--- config.mk ---
export PLATFORM = sky130hd
export DESIGN_NAME = rv_rr_arbiter_flat
export DESIGN_NICKNAME = d
export VERILOG_FILES = /design/src/rtl/rv_pkg.sv /design/src/rtl/rv_rr_arbiter_if.sv /design/src/rtl/rv_pipe_reg.sv /design/src/rtl/rv_rr_arbiter.sv /design/src/flat_wrapper.sv
export SDC_FILE = /design/constraint.sdc
export NUM_CORES = 1
export LEC_CHECK = 0
export CAP_MARGIN = 0
export CORE_MARGIN = 2
export CORE_UTILIZATION = 42
export DETAILED_ROUTE_END_ITERATION = 8
export GPL_ROUTABILITY_DRIVEN = 0
export PLACE_DENSITY = 0.9
export SLEW_MARGIN = 15
export SYNTH_ARGS = -nofsm -noshare
export SYNTH_HDL_FRONTEND = slang
export SYNTH_HIERARCHICAL = 1
export SYNTH_SLANG_ARGS = --single-unit
--- constraint.sdc ---
create_clock -name clk -period 2.7 [get_ports clk]
set_input_delay 0.54 -clock clk [delete_from_list [all_inputs] [get_ports clk]]
set_output_delay 0.54 -clock clk [all_outputs]
set_load 0.01 [all_outputs]
--- src/rtl/rv_pkg.sv ---
// Shared ready/valid helpers: arbiter FSM states and the round-robin pick function.
// Also used by the multi-port FIFO wrappers.
package rv_pkg;

    typedef enum logic [0:0] {
        IDLE  = 1'b0,
        GRANT = 1'b1
    } arb_state_t;

    // Upper bound on requesters the pick function can search.
    localparam int RR_MAX_REQ = 32;
    localparam int RR_IDX_W   = 5;

    typedef struct packed {
        logic                found;
        logic [RR_IDX_W-1:0] idx;
    } rr_pick_t;

    // First set bit of valid at or after ptr, wrapping modulo num_req.
    function automatic rr_pick_t rr_pick(input logic [RR_MAX_REQ-1:0] valid,
                                         input int num_req,
                                         input int ptr);
        rr_pick_t res;
        int       cand;
        res = '0;
        for (int k = 0; k < RR_MAX_REQ; k++) begin
            if (k < num_req && !res.found) begin
                cand = ptr + k;
                if (cand >= num_req) begin
                    cand = cand - num_req;
                end
                if (valid[cand]) begin
                    res.found = 1'b1;
                    res.idx   = RR_IDX_W'(cand);
                end
            end
        end
        return res;
    endfunction

endpackage

--- src/rtl/rv_rr_arbiter_if.sv ---
// Bundle of the arbiter's producer-side and downstream-side ready/valid signals.
interface rv_rr_arbiter_if #(
    parameter int NUM_REQ    = 4,
    parameter int DATA_WIDTH = 16
);
    localparam int ID_W = $clog2(NUM_REQ);

    // A beat moves on a rising clk edge exactly when valid and ready are both high;
    // a producer must keep valid/data/last steady until that edge, ready never waits on valid.
    logic [NUM_REQ*DATA_WIDTH-1:0] req_data;
    logic [NUM_REQ-1:0]            req_valid;
    logic [NUM_REQ-1:0]            req_last;
    logic [NUM_REQ-1:0]            req_ready;
    logic [DATA_WIDTH-1:0]         data_out;
    logic                          last_out;
    logic [ID_W-1:0]               src_out;
    logic                          valid_out;
    logic                          ready_out;
    logic [NUM_REQ-1:0]            grant;
    logic                          busy;

    modport master (
        output req_data, req_valid, req_last, ready_out,
        input  req_ready, data_out, last_out, src_out, valid_out, grant, busy
    );

    modport slave (
        input  req_data, req_valid, req_last, ready_out,
        output req_ready, data_out, last_out, src_out, valid_out, grant, busy
    );

endinterface

--- src/rtl/rv_pipe_reg.sv ---
// Single-entry ready/valid register; accepts a new beat whenever it is empty or draining.
module rv_pipe_reg #(
    parameter int WIDTH = 8
) (
    input  logic             clk,
    input  logic             rst,
    input  logic             in_valid,
    output logic             in_ready,
    input  logic [WIDTH-1:0] in_data,
    output logic             out_valid,
    input  logic             out_ready,
    output logic [WIDTH-1:0] out_data
);

    assign in_ready = ~out_valid | out_ready;

    // Data only moves on an accepted beat, so it stays put while stalled or idle.
    always_ff @(posedge clk or posedge rst) begin
        if (rst) begin
            out_valid <= 1'b0;
            out_data  <= '0;
        end else if (in_ready) begin
            out_valid <= in_valid;
            if (in_valid) begin
                out_data <= in_data;
            end
        end
    end

endmodule

--- src/rtl/rv_rr_arbiter.sv ---
// Round-robin merge of NUM_REQ ready/valid producers onto one registered stream;
// a grant lasts one packet or MAX_BURST beats, whichever ends first.
module rv_rr_arbiter
    import rv_pkg::*;
#(
    parameter int NUM_REQ    = 4,
    parameter int DATA_WIDTH = 16,
    parameter int MAX_BURST  = 8
) (
    input  logic            clk,
    input  logic            rst,
    rv_rr_arbiter_if.slave  bus
);

    localparam int ID_W   = $clog2(NUM_REQ);
    localparam int CNT_W  = $clog2(MAX_BURST + 1);
    localparam int PIPE_W = DATA_WIDTH + 1 + ID_W;

    arb_state_t             state, state_n;
    logic [ID_W-1:0]        ptr, ptr_n;
    logic [ID_W-1:0]        gnt_idx, gnt_idx_n;
    logic [CNT_W-1:0]       beat_cnt, beat_cnt_n;
    logic [NUM_REQ-1:0]     grant, grant_n;

    rr_pick_t               pick;
    logic                   slot_free;
    logic                   sel_valid;
    logic                   sel_last;
    logic [DATA_WIDTH-1:0]  sel_data;
    logic                   pipe_in_valid;
    logic                   in_xfer;
    logic                   grant_end;
    logic [PIPE_W-1:0]      pipe_out;

    always_comb begin
        pick = rr_pick(RR_MAX_REQ'(bus.req_valid), NUM_REQ, int'(ptr));
    end

    assign sel_valid     = bus.req_valid[gnt_idx];
    assign sel_last      = bus.req_last[gnt_idx];
    assign sel_data      = bus.req_data[int'(gnt_idx)*DATA_WIDTH +: DATA_WIDTH];

    assign pipe_in_valid = (state == GRANT) && sel_valid;
    assign in_xfer       = pipe_in_valid && slot_free;
    assign grant_end     = in_xfer && (sel_last || (beat_cnt == CNT_W'(MAX_BURST - 1)));

    // Only registered state and ready_out feed req_ready, never req_valid.
    assign bus.req_ready = (state == GRANT && slot_free) ? grant : '0;
    assign bus.grant     = grant;
    assign bus.busy      = (state == GRANT);

    always_ff @(posedge clk or posedge rst) begin
        if (rst) begin
            state    <= IDLE;
            ptr      <= '0;
            gnt_idx  <= '0;
            beat_cnt <= '0;
            grant    <= '0;
        end else begin
            state    <= state_n;
            ptr      <= ptr_n;
            gnt_idx  <= gnt_idx_n;
            beat_cnt <= beat_cnt_n;
            grant    <= grant_n;
        end
    end

    always_comb begin
        state_n    = state;
        ptr_n      = ptr;
        gnt_idx_n  = gnt_idx;
        beat_cnt_n = beat_cnt;
        grant_n    = grant;
        unique case (state)
            IDLE: begin
                if (pick.found) begin
                    state_n    = GRANT;
                    gnt_idx_n  = ID_W'(pick.idx);
                    beat_cnt_n = '0;
                    for (int i = 0; i < NUM_REQ; i++) begin
                        grant_n[i] = (pick.idx == RR_IDX_W'(i));
                    end
                end
            end
            GRANT: begin
                if (grant_end) begin
                    state_n    = IDLE;
                    grant_n    = '0;
                    beat_cnt_n = '0;
                    // Explicit wrap keeps non-power-of-2 NUM_REQ in range.
                    ptr_n      = (gnt_idx == ID_W'(NUM_REQ - 1)) ? '0 : gnt_idx + 1'b1;
                end else if (in_xfer) begin
                    beat_cnt_n = beat_cnt + 1'b1;
                end
            end
            default: begin
                state_n = IDLE;
                grant_n = '0;
            end
        endcase
    end

    rv_pipe_reg #(
        .WIDTH (PIPE_W)
    ) u_pipe (
        .clk       (clk),
        .rst       (rst),
        .in_valid  (pipe_in_valid),
        .in_ready  (slot_free),
        .in_data   ({sel_data, sel_last, gnt_idx}),
        .out_valid (bus.valid_out),
        .out_ready (bus.ready_out),
        .out_data  (pipe_out)
    );

    assign bus.data_out = pipe_out[PIPE_W-1 -: DATA_WIDTH];
    assign bus.last_out = pipe_out[ID_W];
    assign bus.src_out  = pipe_out[ID_W-1:0];

endmodule

--- src/flat_wrapper.sv ---
// flat-port wrapper written by rule: the top's interface ports become plain ports
module rv_rr_arbiter_flat import rv_pkg::*;
#(
    parameter int NUM_REQ    = 4,
    parameter int DATA_WIDTH = 16,
    parameter int MAX_BURST  = 8
)
  (clk, rst, bus_req_data, bus_req_valid, bus_req_last, bus_ready_out, bus_req_ready, bus_data_out, bus_last_out, bus_src_out, bus_valid_out, bus_grant, bus_busy);
  rv_rr_arbiter_if #(.NUM_REQ(NUM_REQ), .DATA_WIDTH(DATA_WIDTH)) bus_i ();
  input  logic clk;
  input  logic rst;
  input wire logic [$bits(bus_i.req_data)-1:0] bus_req_data;
  input wire logic [$bits(bus_i.req_valid)-1:0] bus_req_valid;
  input wire logic [$bits(bus_i.req_last)-1:0] bus_req_last;
  input wire logic [$bits(bus_i.ready_out)-1:0] bus_ready_out;
  output wire logic [$bits(bus_i.req_ready)-1:0] bus_req_ready;
  output wire logic [$bits(bus_i.data_out)-1:0] bus_data_out;
  output wire logic [$bits(bus_i.last_out)-1:0] bus_last_out;
  output wire logic [$bits(bus_i.src_out)-1:0] bus_src_out;
  output wire logic [$bits(bus_i.valid_out)-1:0] bus_valid_out;
  output wire logic [$bits(bus_i.grant)-1:0] bus_grant;
  output wire logic [$bits(bus_i.busy)-1:0] bus_busy;
  assign bus_i.req_data = bus_req_data;
  assign bus_i.req_valid = bus_req_valid;
  assign bus_i.req_last = bus_req_last;
  assign bus_i.ready_out = bus_ready_out;
  assign bus_req_ready = bus_i.req_ready;
  assign bus_data_out = bus_i.data_out;
  assign bus_last_out = bus_i.last_out;
  assign bus_src_out = bus_i.src_out;
  assign bus_valid_out = bus_i.valid_out;
  assign bus_grant = bus_i.grant;
  assign bus_busy = bus_i.busy;
  rv_rr_arbiter #(.NUM_REQ(NUM_REQ), .DATA_WIDTH(DATA_WIDTH), .MAX_BURST(MAX_BURST)) u_core (.clk(clk), .rst(rst), .bus(bus_i));
endmodule
==> results_dict.tcl, run 1 <==
set metrics [dict create \
    hold_violations 0 \
    cp-end-kind "output pin" \
    design_area_um2 3410 \
    synth.distinct_cells 47 \
    rsz0062_at_grt "no" \
    worstPathRequired_ns 2.16 \
    avgSynthCellArea_um2 13.2 \
    hp-start "u_core/u_pipe/out_data[1]" \
    start_util_pct 43.3 \
    finalCritPeriodShare_pct 88.9 \
    syn-num-nets 250 \
    fin_skew_ns 0.00485 \
    grt_pass1_wl_um 9760 \
    power_frac_clock_pct 9.4 \
    die_y_um 76.6 \
    synth.area.top_cells "dfrtp_1, mux4_2, mux2_4" \
    synth_edf_count 0 \
    netlist_instances 168 \
    whs_ns 0.509 \
    syn2layout_area_growth_pct 54.2 \
    r2r_slack_ns 0.34 \
    core_area_um2 5110 \
    power_leakage_uw 0.00142 \
    tightest_slew_ns 0.767 \
    htree_num_levels 2 \
    grt_max_degree 21 \
    power.switching_uw 1300 \
    maxCapViolCount 0 \
    status "finished, final reports clean" \
    die-area_um2 5870 \
    cts_tree "built" \
    crit-reg2reg-launch "u_core/ptr[0]" \
    seq_area_frac_synth_pct 37.3 \
    antenna_found_initial 0 \
    grt_pass1_vias 1983 \
    critPathLaunchType "input port" \
    clock_latency_ns 0.27 \
    vdd_ir_drop_max_mv 0.565 \
    cts.sinks 33 \
    grt_overflow_total 0 \
    timing.rr.end "u_core/gnt_idx[0]" \
    drtIter0Drc 74 \
    holdPathEnd "u_core/u_pipe/out_data[1]" \
    synth.most_common_cell "dfrtp_1" \
    io_buffer_count 103 \
    ctsResizeCount 0 \
    maxSlewViolCount 0 \
    min_path_cells 1 \
    yosys.area.top_type "dfrtp_1" \
    track_usage_pct 20.9 \
    firstDrtPassIters 4 \
    clockRootBuffer "clkbuf_8" \
    rows 26 \
    drtAntennaViolNets 0 \
    fin_crit_ns 2.40 \
    cts_made_buffers 5 \
    clockBufferDepth 2 \
    place_inst 341 \
    syn-cell-area_um2 2210 \
    nNetsFinal 360 \
    ys_top_cells_by_count "dfrtp_1, mux4_2, mux2_2" \
    drt-wirelength-per-cell_um 16.5 \
    instances_no_fill 347 \
    tns_ns 0 \
    post_cts_buffers 0 \
    clkTransAtPathRegs_ns 0.06 \
    rr_worst_depth 6 \
    synth_top_area_share_pct 37.3 \
    cp_max_fo 8 \
    clock.fmax_ghz 0.417 \
    hp-class "reg2reg" \
    drive_gt1_share_pct 23.1 \
    path_class "in2out" \
    ctsHoldBuffers 0 \
    p_seq_share_pct 26.0 \
    ys.flop_type "dfrtp_1" \
    ys_ff_latch 33 \
    yosysWarnings 6 \
    die_x_um 76.6 \
    p_comb_share_pct 64.7 \
    drc 0 \
    placed_area_um2 3340 \
    postSynth.asyncResetShare_pct 100 \
    slew_headroom_pct 48.8 \
    internal_power_uw 2200 \
    p_per_area_nw_per_um2 1030 \
    vias_per_cell 5.32 \
    antenna_cells 0 \
    arrival_ns 1.86 \
    drt_wl_total_um 5730 \
    ios 104 \
    dp_hpwl_um 4630 \
    vias 1846 \
    setup_viol 0 \
    p_sw_share_pct 37.0 \
]
-- layout make-up --
| cell class | count | area (µm²) |
|---|---|---|
| multi-input combinational | 122 | 1320 |
| clock buffer | 5 | 68.8 |
| fill | 399 | 1690 |
| tap | 70 | 87.6 |
| inverter | 5 | 18.8 |
| timing repair buffer | 111 | 1090 |
| clock inverter | 1 | 5.00 |
| sequential | 33 | 826 |
-- worst max-delay path, cell delays in order --
cell and delay [ns]:
clkdlybuf4s50_1 0.46, nand2b_4 0.17, and3_1 0.16, clkdlybuf4s50_1 0.53
-- layer usage --
| metal | track usage [%] | routed length (µm) |
|---|---|---|
| met1 | 25.3 | 2300 |
| met2 | 37.4 | 3060 |
| met3 | 4.15 | 289 |
| met4 | 6.55 | 76 |
| met5 | 0 | 0 |
-- flip-flops by register name, indices dropped and copies added (netlist names) --
signal,flops
u_core/u_pipe/out_data,19
u_core/beat_cnt,4
u_core/bus.grant,4
u_core/gnt_idx,2
u_core/ptr,2
u_core/bus.busy,1
u_core/u_pipe/out_valid,1
-- power groups by stage --
stage          sequential (µW)  combinational [µW]  clock, µW
6_report                   908                2260        328
5_1_grt                    943                2430        361
4_1_cts                    910                2280        337
3_5_place_dp               916                2280          0
3_3_place_gp               901                2210          0
2_1_floorplan              963                1420          0
-- placed cells by master, fill, tap and decap left out, types with 5 or more instances in the layout --
cell             synthesis  final
and2_1                   6      6
nor2_1                   6      6
clkbuf_8                 0      5
mux2_4                  10     10
ha_1                     7      7
mux4_2                  18     18
mux2i_1                  6      6
inv_1                    5      5
nand2_1                 11     11
mux2_2                  12     12
clkdlybuf4s50_1          0    103
dfrtp_1                 33     33
buf_4                    1      8
-- through the flow --
stage	power (µW)	setup WS, ns	util (%)
after floorplan	2380	0.309	-
after global placement	3110	0.194	65.4
after detailed placement	3200	0.134	65.4
after CTS	3530	0.297	66.8
after global routing	3730	0.229	66.8
final	3500	0.301	66.8
-- logic make-up after synthesis --
family          Yosys count  share of synthesized area, %
compound gates           24                          9.44
xor+xnor                  2                         0.792
fa+ha+maj                 7                          3.96
buf+inv                  13                          3.22
flops                    33                          37.3
mux                      46                          33.9
simple gates             43                          11.4
-- worst max path at each step --
stage                                 from                          to  cells past startpoint  slack [ns]
after floorplan              u_core/ptr[0]           u_core/gnt_idx[0]                      8        0.31
after global placement    bus_req_valid[0]  u_core/u_pipe/out_data[14]                      5        0.19
after detailed placement  bus_req_valid[0]  u_core/u_pipe/out_data[18]                      5        0.13
after CTS                    bus_ready_out            bus_req_ready[1]                      4        0.30
after global routing         bus_ready_out            bus_req_ready[2]                      4        0.23
final                        bus_ready_out            bus_req_ready[3]                      4        0.30
(Power assumes the default switching activity.)
==> run 2, diff against run 1 <==
--- a/config.mk
+++ b/config.mk
@@ -6,6 +6,7 @@
 export NUM_CORES = 1
 export LEC_CHECK = 0
 export CAP_MARGIN = 0
+export CORE_ASPECT_RATIO = 1.4
 export CORE_MARGIN = 2
 export CORE_UTILIZATION = 42
 export DETAILED_ROUTE_END_ITERATION = 8
==> constraint.sdc (replaced) <==
create_clock -name clk -period 2.7 [get_ports clk]
set_input_delay 0.81 -clock clk [delete_from_list [all_inputs] [get_ports clk]]
set_output_delay 0.81 -clock clk [all_outputs]
set_load 0.01 [all_outputs]
==> run 2 against run 1 <==
  * Clock power increased by 7.9%
  * Critical path depth stayed put
  * Combinational power is 6% higher
  * Maximum frequency decreased by 8.3%
  * Global-route usage increased by 2.0 points
  * Clock skew up 0.00068 ns
  * Power increased by 4.2%
==> results_dict.tcl, run 2 (same netlist as run 1, synthesis figures left out) <==
set metrics [dict create \
    status "finished, final reports clean" \
    tightest_slew_ns 0.783 \
    drtIter0Drc 42 \
    multi_input_area_um2 1320 \
    drtAntennaViolNets 0 \
    register_area_um2 826 \
    drt_wl_total_um 6300 \
    rsz0062_at_grt "no" \
    r2r_slack_ns 0.46 \
    start_util_pct 43.2 \
    whs_ns 0.506 \
    maxSlewViolCount 0 \
    vias_per_cell 5.40 \
    vias 1910 \
    crit_slowest_cell "clkdlybuf4s50_1" \
    antenna_cells 0 \
    grt_pass1_vias 2039 \
    p_per_area_nw_per_um2 1050 \
    drive_gt1_share_pct 25.0 \
    top_register "u_core/u_pipe/out_data" \
    slew_headroom_pct 47.8 \
    track_usage_pct 22.9 \
    cp-end-kind "output pin" \
    rows 31 \
    instances_no_fill 354 \
    layout_commonest_cell "clkdlybuf4s50_1" \
    min_path_cells 1 \
    ctsResizeCount 4 \
    finalCritPeriodShare_pct 97.0 \
    antenna_found_initial 0 \
    nNetsFinal 369 \
    drc 0 \
    hp-start "u_core/u_pipe/out_data[16]" \
    cts_tree "built" \
    vdd_ir_drop_max_mv 0.518 \
    crit-reg2reg-launch "u_core/ptr[1]" \
    maxCapViolCount 0 \
    worst_slack_ns 0.0823 \
    htree_num_levels 2 \
    clock.fmax_ghz 0.382 \
    syn2layout_area_growth_pct 57.7 \
    hold_violations 0 \
    fin_skew_ns 0.00553 \
    core_area_um2 5120 \
    clockBufferDepth 2 \
    dp_hpwl_um 5000 \
    io_buffer_count 103 \
    arrival_ns 1.81 \
    dpl_worst_slack_ns -0.207 \
    place_inst 346 \
    post_cts_buffers 0 \
    reg.largest.list "u_core/u_pipe/out_data: 19 flops, u_core/beat_cnt: 4 flops, u_core/bus.grant: 4 flops" \
    cp_max_fo 5 \
    die-area_um2 5880 \
    setup_viol 0 \
    power_uw 3650 \
    grt_overflow_total 0 \
    die_x_um 65.4 \
    ios 104 \
    grt_pass1_wl_um 10200 \
    worstPathRequired_ns 1.89 \
    final_util_pct 68.2 \
    path_class "in2out" \
    die_y_um 89.9 \
    holdPathEnd "u_core/u_pipe/out_data[16]" \
    cts_made_buffers 5 \
    power_leakage_uw 0.00149 \
    drt-wirelength-per-cell_um 17.8 \
    cts.sinks 33 \
    clkTransAtPathRegs_ns 0.06 \
    timing.rr.end "u_core/gnt_idx[1]" \
    rr_worst_depth 6 \
    clock_latency_ns 0.29 \
    hp-class "reg2reg" \
    final_cell_mix "clkdlybuf4s50_1, dfrtp_1, mux4_2" \
    clockRootBuffer "clkbuf_8" \
    grt_max_degree 21 \
    critPathLaunchType "input port" \
    fin_crit_ns 2.62 \
    firstDrtPassIters 4 \
    crit_path_max_incr_delay_ns 0.45 \
    crit_chain "clkdlybuf4s50_1 -> nand2b_4 -> and3_1 -> dlygate4sd2_1" \
    ctsHoldBuffers 0 \
    nFillCells 392 \
    largest_reg_flops 19 \
]
==> run 2: stage by stage <==
step / setup TNS [ns] / instance area [µm²]
6_report: 0 / 3490
2_1_floorplan: 0 / 2210
5_1_grt: 0 / 3490
4_1_cts: 0 / 3490
3_3_place_gp: -0.668 / 3410
3_5_place_dp: -0.767 / 3410
==> run 2: layout make-up <==
type	count	area share (%)
Multi-Input combinational cell	122	37.7
Timing Repair Buffer	120	33.4
Sequential cell	33	23.7
Inverter	5	0.538
Clock buffer	8	2.29
Tap cell	66	2.37
==> run 2: report_power, final <==
group | internal, µW | switching (µW)
sequential | 731 | 170
combinational | 1390 | 1000
clock | 183 | 171
==> run 2: layer usage <==
layer  vias to the layer above  global-route usage, %  wire length, µm
met5                         -                      0                0
met1                       929                   23.2             2150
met2                        83                   42.8             3540
met4                         0                   9.55              119
met3                        12                   5.63              497
li1                        886                      -                -
==> run 2: critical path, delay by kind of cell <==
family	cells	cell delay (ns)
buf+inv	2	0.71
simple gates	2	0.28
==> run 2: worst max-delay path by stage <==
stage,from,to,slack (ns)
3_5_place_dp,bus_ready_out,bus_req_ready[3],-0.21
4_1_cts,bus_ready_out,bus_req_ready[3],0.06
6_report,bus_ready_out,bus_req_ready[3],0.08
5_1_grt,bus_ready_out,bus_req_ready[3],0.03
3_3_place_gp,bus_ready_out,bus_req_ready[3],-0.17
2_1_floorplan,u_core/ptr[0],u_core/gnt_idx[0],0.31
==> run 3, diff against run 2 <==
--- a/config.mk
+++ b/config.mk
@@ -5,14 +5,13 @@
 export SDC_FILE = /design/constraint.sdc
 export NUM_CORES = 1
 export LEC_CHECK = 0
-export CAP_MARGIN = 0
 export CORE_ASPECT_RATIO = 1.4
 export CORE_MARGIN = 2
 export CORE_UTILIZATION = 42
 export DETAILED_ROUTE_END_ITERATION = 8
 export GPL_ROUTABILITY_DRIVEN = 0
 export PLACE_DENSITY = 0.9
-export SLEW_MARGIN = 15
+export SLEW_MARGIN = 0
 export SYNTH_ARGS = -nofsm -noshare
 export SYNTH_HDL_FRONTEND = slang
 export SYNTH_HIERARCHICAL = 1
==> results of run 3 <==
No change in the layout: final DEF, timing and power equal those of run 2.
